## src/rtl/matmul_mac.sv

```systemverilog
// rtl/matmul_mac.sv - floating-point matrix multiply O = A*B (+bias, relu) on P shared MAC lanes
// Contains the mul_float/add_float units (one-cycle start/done handshake) and the matmul_mac top.

module mul_float #(
  parameter int S = 32
) (
  input  logic         clk,
  input  logic         rst_n,
  input  logic         start,
  input  logic [S-1:0] x,
  input  logic [S-1:0] y,
  output logic [S-1:0] res,
  output logic         done,
  output logic         nan,
  output logic         ovf
);
  localparam int EW = (S == 64) ? 11 : ((S == 16) ? 5 : 8);
  localparam int MW = S - 1 - EW;
  localparam int PW = 2 * (MW + 1);
  localparam int EMAX = (1 << EW) - 1;
  localparam int BIAS = (1 << (EW - 1)) - 1;

  logic [S-1:0]  r;
  logic          f_nan, f_ovf, sgn, xi, yi, xz, yz, hi, g, st, rnd, cy;
  logic [PW-1:0] prod;
  logic [MW-1:0] mant, mr;
  int            ex;

  // Subnormal inputs flush to zero; rounding is nearest-even.
  always_comb begin
    r = '0;
    f_nan = 1'b0;
    f_ovf = 1'b0;
    sgn = x[S-1] ^ y[S-1];
    xi = &x[S-2:MW];
    yi = &y[S-2:MW];
    xz = ~|x[S-2:MW];
    yz = ~|y[S-2:MW];
    prod = {1'b1, x[MW-1:0]} * {1'b1, y[MW-1:0]};
    hi = prod[PW-1];
    mant = hi ? prod[PW-2 -: MW] : prod[PW-3 -: MW];
    g = hi ? prod[PW-2-MW] : prod[PW-3-MW];
    st = hi ? |prod[PW-3-MW:0] : |prod[PW-4-MW:0];
    rnd = g & (st | mant[0]);
    {cy, mr} = {1'b0, mant} + {{MW{1'b0}}, rnd};
    ex = int'(x[S-2:MW]) + int'(y[S-2:MW]) - BIAS + int'(hi) + int'(cy);
    if ((xi && |x[MW-1:0]) || (yi && |y[MW-1:0]) || (xi && yz) || (yi && xz)) begin
      r = {1'b0, {EW{1'b1}}, 1'b1, {(MW-1){1'b0}}};
      f_nan = 1'b1;
    end else if (xi || yi) r = {sgn, {EW{1'b1}}, {MW{1'b0}}};
    else if (xz || yz) r = {sgn, {(S-1){1'b0}}};
    else if (ex >= EMAX) begin
      r = {sgn, {EW{1'b1}}, {MW{1'b0}}};
      f_ovf = 1'b1;
    end else if (ex <= 0) r = {sgn, {(S-1){1'b0}}};
    else r = {sgn, ex[EW-1:0], mr};
  end

  always_ff @(posedge clk or negedge rst_n) begin
    if (!rst_n) begin
      res <= '0;
      done <= 1'b0;
      nan <= 1'b0;
      ovf <= 1'b0;
    end else begin
      done <= start;
      if (start) begin
        res <= r;
        nan <= f_nan;
        ovf <= f_ovf;
      end
    end
  end
endmodule

module add_float #(
  parameter int S = 32
) (
  input  logic         clk,
  input  logic         rst_n,
  input  logic         start,
  input  logic [S-1:0] x,
  input  logic [S-1:0] y,
  output logic [S-1:0] res,
  output logic         done,
  output logic         nan,
  output logic         ovf
);
  localparam int EW = (S == 64) ? 11 : ((S == 16) ? 5 : 8);
  localparam int MW = S - 1 - EW;
  localparam int X = MW + 4;
  localparam int EMAX = (1 << EW) - 1;

  logic [S-1:0]  r, bg, sm;
  logic          f_nan, f_ovf, xi, yi, xz, yz, rnd, cy;
  logic [X-1:0]  mb_e, ms_e, al, sn;
  logic [X:0]    sum;
  logic [MW-1:0] mr;
  int            d, msb, ex;

  // Larger magnitude is kept as the reference; the smaller is aligned with a sticky bit.
  always_comb begin
    r = '0;
    f_nan = 1'b0;
    f_ovf = 1'b0;
    xi = &x[S-2:MW];
    yi = &y[S-2:MW];
    xz = ~|x[S-2:MW];
    yz = ~|y[S-2:MW];
    bg = (x[S-2:0] < y[S-2:0]) ? y : x;
    sm = (x[S-2:0] < y[S-2:0]) ? x : y;
    d = int'(bg[S-2:MW]) - int'(sm[S-2:MW]);
    mb_e = {1'b1, bg[MW-1:0], 3'b000};
    ms_e = {1'b1, sm[MW-1:0], 3'b000};
    if (d >= X) al = {{(X-1){1'b0}}, 1'b1};
    else al = (ms_e >> d) | {{(X-1){1'b0}}, |(ms_e & ~({X{1'b1}} << d))};
    sum = (bg[S-1] == sm[S-1]) ? {1'b0, mb_e} + {1'b0, al} : {1'b0, mb_e} - {1'b0, al};
    msb = 0;
    for (int n = 0; n <= X; n++) if (sum[n]) msb = n;
    sn = X'(sum << (X - msb));
    rnd = sn[3] & (|sn[2:0] | sn[4]);
    {cy, mr} = {1'b0, sn[X-1 -: MW]} + {{MW{1'b0}}, rnd};
    ex = int'(bg[S-2:MW]) + msb - (X - 1) + int'(cy);
    if ((xi && |x[MW-1:0]) || (yi && |y[MW-1:0]) || (xi && yi && (x[S-1] != y[S-1]))) begin
      r = {1'b0, {EW{1'b1}}, 1'b1, {(MW-1){1'b0}}};
      f_nan = 1'b1;
    end else if (xi) r = x;
    else if (yi) r = y;
    else if (xz && yz) r = {x[S-1] & y[S-1], {(S-1){1'b0}}};
    else if (xz) r = y;
    else if (yz) r = x;
    else if (sum == '0) r = '0;
    else if (ex >= EMAX) begin
      r = {bg[S-1], {EW{1'b1}}, {MW{1'b0}}};
      f_ovf = 1'b1;
    end else if (ex <= 0) r = {bg[S-1], {(S-1){1'b0}}};
    else r = {bg[S-1], ex[EW-1:0], mr};
  end

  always_ff @(posedge clk or negedge rst_n) begin
    if (!rst_n) begin
      res <= '0;
      done <= 1'b0;
      nan <= 1'b0;
      ovf <= 1'b0;
    end else begin
      done <= start;
      if (start) begin
        res <= r;
        nan <= f_nan;
        ovf <= f_ovf;
      end
    end
  end
endmodule

module matmul_mac #(
  parameter int S = 32,
  parameter int H = 2,
  parameter int C = 2,
  parameter int W = 2,
  parameter int P = 1
) (
  input  logic             clk,
  input  logic             rst_n,
  input  logic             start,
  input  logic             bias_en,
  input  logic             relu_en,
  input  logic [S*H*C-1:0] a,
  input  logic [S*C*W-1:0] b,
  input  logic [S*W-1:0]   bias,
  output logic [S*H*W-1:0] o,
  output logic             busy,
  output logic             done,
  output logic             err_nan,
  output logic             err_ovf
);
  localparam int EW = (S == 64) ? 11 : ((S == 16) ? 5 : 8);
  localparam int MW = S - 1 - EW;
  localparam int G = H * W / P;
  localparam int GW = (G > 1) ? $clog2(G) : 1;
  localparam int KW = (C > 1) ? $clog2(C) : 1;

  typedef enum logic [2:0] {IDLE, MUL, ADD, BIAS, WRITE, DONE} state_t;
  state_t state, state_n;

  logic [S*H*C-1:0]    a_q;
  logic [S*C*W-1:0]    b_q;
  logic [S*W-1:0]      bias_q;
  logic                bias_en_q, relu_q, issue, issue_n, mul_go, add_go, all_mdone, all_adone;
  logic [GW-1:0]       grp;
  logic [KW-1:0]       k;
  logic [P-1:0][S-1:0] mx, my, bj, ax, ay, mres, ares, acc, prd, wr;
  logic [P-1:0]        mdone, adone, mnan, movf, anan, aovf;

  assign all_mdone = &mdone;
  assign all_adone = &adone;
  assign mul_go = issue && (state == MUL);
  assign add_go = issue && ((state == ADD) || (state == BIAS));
  assign busy = (state != IDLE);
  assign done = (state == DONE);

  // The first product of an element is taken as-is (k=0), so MUL re-enters itself once before ADD.
  always_comb begin
    state_n = state;
    case (state)
      IDLE:  if (start) state_n = MUL;
      MUL:   if (all_mdone) begin
               if (C == 1) state_n = bias_en_q ? BIAS : WRITE;
               else state_n = (k == '0) ? MUL : ADD;
             end
      ADD:   if (all_adone) begin
               if (int'(k) < C - 1) state_n = MUL;
               else state_n = bias_en_q ? BIAS : WRITE;
             end
      BIAS:  if (all_adone) state_n = WRITE;
      WRITE: state_n = (int'(grp) == G - 1) ? DONE : MUL;
      DONE:  state_n = IDLE;
      default: state_n = IDLE;
    endcase
    issue_n = ((state_n == MUL) || (state_n == ADD) || (state_n == BIAS)) &&
              ((state_n != state) || ((state == MUL) && all_mdone));
  end

  always_comb begin
    mx = '0;
    my = '0;
    bj = '0;
    for (int l = 0; l < P; l++) begin
      for (int n = 0; n < H * C; n++)
        if (n == ((int'(grp) * P + l) / W) * C + int'(k)) mx[l] = a_q[(H*C-1-n)*S +: S];
      for (int n = 0; n < C * W; n++)
        if (n == int'(k) * W + (int'(grp) * P + l) % W) my[l] = b_q[(C*W-1-n)*S +: S];
      for (int n = 0; n < W; n++)
        if (n == (int'(grp) * P + l) % W) bj[l] = bias_q[(W-1-n)*S +: S];
    end
  end

  always_comb begin
    ax = acc;
    ay = (state == BIAS) ? bj : prd;
    for (int l = 0; l < P; l++)
      wr[l] = (relu_q && acc[l][S-1] && !(&acc[l][S-2:MW] && |acc[l][MW-1:0])) ? '0 : acc[l];
  end

  for (genvar l = 0; l < P; l++) begin : g_lane
    mul_float #(.S(S)) u_mul (
      .clk(clk), .rst_n(rst_n), .start(mul_go), .x(mx[l]), .y(my[l]),
      .res(mres[l]), .done(mdone[l]), .nan(mnan[l]), .ovf(movf[l])
    );
    add_float #(.S(S)) u_add (
      .clk(clk), .rst_n(rst_n), .start(add_go), .x(ax[l]), .y(ay[l]),
      .res(ares[l]), .done(adone[l]), .nan(anan[l]), .ovf(aovf[l])
    );
  end

  always_ff @(posedge clk or negedge rst_n) begin
    if (!rst_n) state <= IDLE;
    else state <= state_n;
  end

  always_ff @(posedge clk or negedge rst_n) begin
    if (!rst_n) begin
      a_q <= '0;
      b_q <= '0;
      bias_q <= '0;
      bias_en_q <= 1'b0;
      relu_q <= 1'b0;
      issue <= 1'b0;
      grp <= '0;
      k <= '0;
      acc <= '0;
      prd <= '0;
      o <= '0;
      err_nan <= 1'b0;
      err_ovf <= 1'b0;
    end else begin
      issue <= issue_n;
      err_nan <= err_nan | (|(mdone & mnan)) | (|(adone & anan));
      err_ovf <= err_ovf | (|(mdone & movf)) | (|(adone & aovf));
      case (state)
        IDLE: if (start) begin
          a_q <= a;
          b_q <= b;
          bias_q <= bias;
          bias_en_q <= bias_en;
          relu_q <= relu_en;
          grp <= '0;
          k <= '0;
          err_nan <= 1'b0;
          err_ovf <= 1'b0;
        end
        MUL: if (all_mdone) begin
          prd <= mres;
          if (k == '0) begin
            // Accumulation starts from +0.0, so a -0.0 first product becomes +0.0.
            for (int l = 0; l < P; l++) acc[l] <= (mres[l][S-2:0] == '0) ? '0 : mres[l];
            if (C > 1) k <= k + 1'b1;
          end
        end
        ADD: if (all_adone) begin
          acc <= ares;
          if (int'(k) < C - 1) k <= k + 1'b1;
        end
        BIAS: if (all_adone) acc <= ares;
        WRITE: begin
          for (int n = 0; n < H * W; n++)
            for (int l = 0; l < P; l++)
              if (n == int'(grp) * P + l) o[(H*W-1-n)*S +: S] <= wr[l];
          grp <= (int'(grp) == G - 1) ? '0 : grp + 1'b1;
          k <= '0;
        end
        default: ;
      endcase
    end
  end
endmodule
```

## config.mk

```make
export PLATFORM = sky130hd
export DESIGN_NAME = matmul_mac
export DESIGN_NICKNAME = d
export VERILOG_FILES = /design/src/rtl/matmul_mac.sv
export SDC_FILE = /design/constraint.sdc
export NUM_CORES = 2
export LEC_CHECK = 0
export CAP_MARGIN = 20
export CORE_MARGIN = 5
export CORE_UTILIZATION = 46
export CTS_BUF_LIST = sky130_fd_sc_hd__clkbuf_8 sky130_fd_sc_hd__clkbuf_16
export DETAILED_ROUTE_END_ITERATION = 8
export PLACE_DENSITY = 0.78
export SLEW_MARGIN = 5
export SYNTH_ARGS = -nofsm -noshare
export SYNTH_HDL_FRONTEND = slang
export SYNTH_SLANG_ARGS = --single-unit
```

## constraint.sdc

```tcl
create_clock -name clk -period 25.8 [get_ports clk]
set_clock_uncertainty 0.05 [all_clocks]
set_input_delay 6.45 -clock clk [delete_from_list [all_inputs] [get_ports clk]]
set_output_delay 6.45 -clock clk [all_outputs]
set_load 0.05 [all_outputs]
```

== After elaboration in Yosys (flattened, before gate mapping) ==
Cells that the tools add are included.
Cells by class
  order comparisons: 7
  equal/unequal tests: 27
  shift-type cells: 3
  bitwise gates (word level): 17
  multipliers: 1
  muxes and demuxes: 101
  reductions and logical operators: 68
  add/subtract/negate cells: 17
Operator list (count)
  two-way mux 32 bit: 26
  two-way mux 31 bit: 6
  logical NOT 32 bit: 4
  OR reduction 23 bit: 5
  adder 32 x 2 -> 32 bit: 3
  == test 2 x 32 -> 1 bit, first input constant: 2
  == test 3 x 32 -> 1 bit, first input constant: 2
  >= comparator 32 x 9 -> 1 bit, second input constant: 2
  <= comparator 32 x 1 -> 1 bit, second input constant: 2
  case mux 32 bit (2 select lines): 1
  two-way mux 5 bit: 12
  adder 23 x 1 -> 24 bit: 2
  multiplier 24 x 24 -> 48 bit: 1
  two-way mux 3 bit: 11
  >= comparator 32 x 6 -> 1 bit, second input constant: 1
  two-way mux 4 bit: 8
  AND reduction 8 bit: 4
  OR reduction 8 bit: 4
  left shift 27 x 32 -> 27 bit, first input constant: 1
  left shift 28 x 32 -> 27 bit: 1
  right shift 27 x 32 -> 27 bit: 1
  subtractor 32 x 6 -> 32 bit, second input constant: 1
  subtractor 32 x 8 -> 32 bit, second input constant: 1
  logical NOT 31 bit: 1
  other kinds (52): 139
Storage, ports and cells
  bits of input ports: 325
  output and inout port bits: 132
  word-level logic and storage cells: 266
  register bits: 593

== Logic depth before layout (Yosys ltp) ==
  depth in word-level cells: 59
  gate-level depth with buffers: 97
  depth with buffers taken out: 83

== Modules after synthesis ==
From an unflattened synthesis, not the netlist that was laid out.
Second synthesis, totals
  cell total of the unflattened synthesis: 6166
  area, all modules: 58351.0 µm²
Modules (own cells, without submodules)
  mul_float: times used 1, area each 22934.5 µm², cells an instance 2706, sequential area each 875.8 µm²
  matmul_mac: times used 1, area each 21998.6 µm², cells an instance 1484, sequential area each 13087.6 µm²
  add_float: times used 1, area each 13417.9 µm², cells an instance 1976, sequential area each 875.8 µm²

== Least setup slack after synthesis ==
Ideal clock, no wire load.
  path kind: register to register
  start: register state[1]
  end: register g_lane[0].u_add.res[16]
  clock period less this slack: 17.597 ns
  setup time: 0.066 ns
  cell stages (with the launch flop): 92
  arrival: 17.481 ns
  data required time: 25.684 ns
  buffers on the path: 17
  path slack: 8.203 ns
  path through: dfrtp_1 -> clkbuf_1 -> nand3b_1 -> clkbuf_1 -> clkbuf_1 -> clkbuf_1 -> a21oi_1 -> ha_1 -> clkbuf_1 -> nand4_1 -> nor4_1 -> nand2b_1 -> o21ai_1 -> o31a_1 -> buf_6 -> nor2_4 -> buf_6 -> buf_6 -> [... 56 more ...] -> ha_1 -> a21o_1 -> a21oi_1 -> o21bai_1 -> a21oi_1 -> o21bai_1 -> a21oi_1 -> ha_1 -> inv_1 -> a2111oi_0 -> o31ai_1 -> nor3_1 -> inv_1 -> nor2_1 -> and3_1 -> mux2i_1 -> a32oi_1 -> and2_1
Between the ends
  cells in the longest elaborated chain, start to end: 57
  elaborated cells on any way between the ends: 80
  classes of those cells: add/sub (8); order compare (4); eq/ne (4); shift (3); mux (41); bitwise (5); reduce/logical (15)
RTL lines
  start, declared: line 185  | state_t state, state_n;
  start signal, assigned: line 259  | else state <= state_n;
  == test 3 x 2 -> 1 bit: line 199, 241
  two-way mux 32 bit: line 241  | ay = (state == BIAS) ? bj : prd;
  < comparator 31 bit: line 110, 111
  two-way mux 32 bit, on equally long branches: line 110, 111
  subtractor 8 x 8 -> 9 bit: line 112  | d = int'(bg[S-2:MW]) - int'(sm[S-2:MW]);
  left shift 27 x 32 -> 27 bit: line 116  | else al = (ms_e >> d) | {{(X-1){1'b0}}, |(ms_e & ~({X{1'b1}} << d))};
  inverter 27 bit: line 116
  bitwise AND 27 bit: line 116
  [... 41 more ...]
  two-way mux 31 bit: line 133  | else if (ex >= EMAX) begin
  two-way mux 32 bit: line 132  | else if (sum == '0) r = '0;
  two-way mux 32 bit: line 131  | else if (yz) r = x;
  two-way mux 32 bit: line 130  | else if (xz) r = y;
  two-way mux 32 bit: line 129  | else if (xz && yz) r = {x[S-1] & y[S-1], {(S-1){1'b0}}};
  two-way mux 32 bit: line 128  | else if (yi) r = y;
  two-way mux 32 bit: line 127  | end else if (xi) r = x;
  two-way mux 32 bit: line 124  | if ((xi && |x[MW-1:0]) || (yi && |y[MW-1:0]) || (xi && yi && (x[S-1] != y[S-1]))) begin
  end signal, assigned: line 149  | res <= r;
  end, declared: line 84  | output logic [S-1:0] res,
Several ways; a longest one is shown, not always the timed one.
A chain may end at the register's enable or synchronous reset.

== Worst setup path after layout ==
  start: register state[0]
  end: register g_lane[0].u_add.res[16]
The elaborated chain is that of the path after synthesis.

==> qor.yml <==
cts_buffer_depth: 3
startpoint_type: "flop"
hold_buffers: 0
synth-simple-area-share: 0.156
ys.flop_type: "dfrtp_1"
rows: 127
start_util: 0.461
arrival_ns: 20.81
post_cts_buffers: 0
place_congestion: 1.01
post_drt_wl_per_cell_um: 23.6
place_hpwl_mm: 145
grt_max_degree: 184
cts_buffers: 58
rsz0062_at_grt: "false"
min_period_over_period: 0.785
grt_overflow: 0
drv_slew: 0
dieWidth_um: 356
grt_pass1_vias: 48600
syn_inst: 6012
synth_area_per_cell_um2: 9.18
cp_max_fo: 53
worstMarginPinSlew_ns: 1.13
synth_top_family_by_area: "adder cells"
hp-class: "flop to flop"
h-tree-depth: 2
setup_viol: 0
cts_tree: "yes"
crit_type: "flop to flop"
synth_nets: 7110
core_mm2: 0.120
yosys.area_share.xor_xnor: 0.0213
yosysSeqAreaShare: 0.269
ant_nets: 0
timing.setup.tns_ns: 0
clk_latency_ns: 0.66
synth_enable_flop_cells: 0
cp_slowest_cell: "o31a_1"
synth_cell_types: 129
vias_per_cell: 5.94
grt_usage: 0.293
ys_ff_latch: 593
hold_violations: 0
drcViolationCount: 0
ys_warn_count: 0
syn_to_final_growth_pct: 14.9
grt_pass1_wl_mm: 289
cap_violations: 0
vias: 47500
die_area_mm2: 0.127
io_buffer_count: 456
totalWireLength_mm: 189
drtPass1Iterations: 6
period_needed_ns: 20.25
synth_fa_ha_area_frac: 0.242
status: "completed"
synthMuxAreaShare: 0.116
cpMostUsedCell: "a21oi_1"
clkTransAtPathRegs_ns: 0.07
cts-resized-gates: 0
die_h_um: 356
cts_sinks: 593
cts_root_buf: "clkbuf_16"
max_stage_delay_ns: 0.79
fmax_mhz: 49.4
maxSlewHeadroom: 0.240
end_kind: "flop"
drtIter0Drc: 4408
drive_gt1_frac: 0.116
ios: 457
antenna_found_initial: 37
synth_compound_area_frac: 0.130
crit_required_ns: 26.36
final_nets: 7394
async_flop_share: 1.00
synth.cell_area_mm2: 0.0552
reg2reg_setup_slack_ns: 5.55
-- path summary, 6_finish.rpt --
path,startpoint,endpoint,depth (start not counted)
max in group asynchronous,rst_n,bias_q[10],4
worst min-delay path,prd[31],prd[31],2
min in group asynchronous,rst_n,o[100],1
worst max register to register,state[0],g_lane[0].u_add.res[16],78
worst max-delay path,state[0],g_lane[0].u_add.res[16],78
worst min register to register,prd[31],prd[31],2
-- per-layer routing --
layer | share of wire | global-route usage | wire length [um] | vias up
met2 | 0.46 | 0.470 | 87100 | 2444
met1 | 0.37 | 0.358 | 70000 | 23500
met3 | 0.11 | 0.0826 | 20100 | 540
li1 | - | - | - | 21000
met4 | 0.061 | 0.159 | 11500 | 10
met5 | 0.00061 | 0 | 116 | -
-- synth_stat cells, types with 23 or more instances --
| library cell | instances | share of area |
|---|---|---|
| a211oi_1 | 45 | 0.0061 |
| a21o_1 | 32 | 0.0044 |
| a21oi_1 | 224 | 0.020 |
| a31oi_1 | 68 | 0.0077 |
| and2_1 | 72 | 0.0082 |
| buf_1 | 28 | 0.0019 |
| clkbuf_1 | 264 | 0.018 |
| dfrtp_1 | 593 | 0.27 |
| fa_1 | 487 | 0.18 |
| ha_1 | 286 | 0.065 |
| inv_1 | 597 | 0.041 |
| mux2_2 | 374 | 0.076 |
| mux2i_1 | 105 | 0.019 |
| mux4_2 | 47 | 0.019 |
| nand2_1 | 951 | 0.065 |
| nand2b_1 | 31 | 0.0035 |
| nand3_1 | 97 | 0.0088 |
| nand4_1 | 38 | 0.0043 |
| nor2_1 | 461 | 0.031 |
| nor3_1 | 71 | 0.0064 |
| nor4_1 | 51 | 0.0058 |
| o211ai_1 | 37 | 0.0050 |
| o21a_1 | 25 | 0.0034 |
| o21ai_0 | 307 | 0.028 |
| o21ai_1 | 46 | 0.0042 |
| o21bai_1 | 34 | 0.0046 |
| o221ai_1 | 23 | 0.0036 |
| or2_2 | 27 | 0.0031 |
| or3_1 | 25 | 0.0028 |
| xnor2_1 | 82 | 0.013 |
| xor2_1 | 47 | 0.0075 |
-- layout make-up --
type	instances	area [um2]
flip-flops and latches	593	14800
multi-input cells	4473	36800
clock buffers	68	1590
fillers	10500	56200
inverters	619	2320
diodes	32	80.1
well taps	1612	2020
clock inverters	41	434
repair buffers	551	5350
-- critical path, delay by kind of cell, from the launching register on --
family | cells | cell delay (ns)
compound gates | 33 | 7.89
flops | 1 | 0.52
fa+ha+maj | 9 | 3.07
mux | 2 | 0.37
simple gates | 25 | 5.88
buf+inv | 9 | 2.27
-- state kept, by name (all words and copies together), names as in the netlist, 2 cells and up --
name              count
o                   128
b_q                 128
a_q                 128
g_lane.u_mul.res     32
prd                  32
state                 3
g_lane.u_add.res     32
grp                   2
acc                  32
bias_q               64
-- stage by stage --
step,cell area (um2),setup WS [ns],hold WS (ns),cells,utilization
final,63500,5.55,0.428,7989,0.530
after global routing,63400,3.96,0.452,7987,0.530
after CTS,63300,5.78,0.429,7951,0.529
after detailed placement,61300,5.78,0.413,7842,0.512
after global placement,61300,6.15,0.409,7842,0.512
after floorplan,55200,8.20,0.392,6012,-
-- placed cells by master (no fill, tap or decap), types with 68 or more instances in the layout --
cell type,n
nand2_1,946
and2_1,72
fa_1,487
mux2i_1,105
xnor2_1,82
inv_1,610
o21ai_0,305
nor3_1,70
clkdlybuf4s50_1,455
nor2_1,460
buf_4,87
nand3_1,97
a21oi_1,223
ha_1,285
mux2_2,374
a31oi_1,68
dfrtp_1,590
-- cells by family (layout without fill, tap and decap cells) --
logic type	Yosys count	count (layout)
other cells	0	32
fa+ha+maj	774	774
simple gates	1939	1939
flops	593	593
compound gates	1096	1096
buf+inv	946	1279
mux	532	532
xor+xnor	132	132
Power is not shown: default switching activity piles up to over one toggle a cycle in this logic, so the estimate is an artifact.
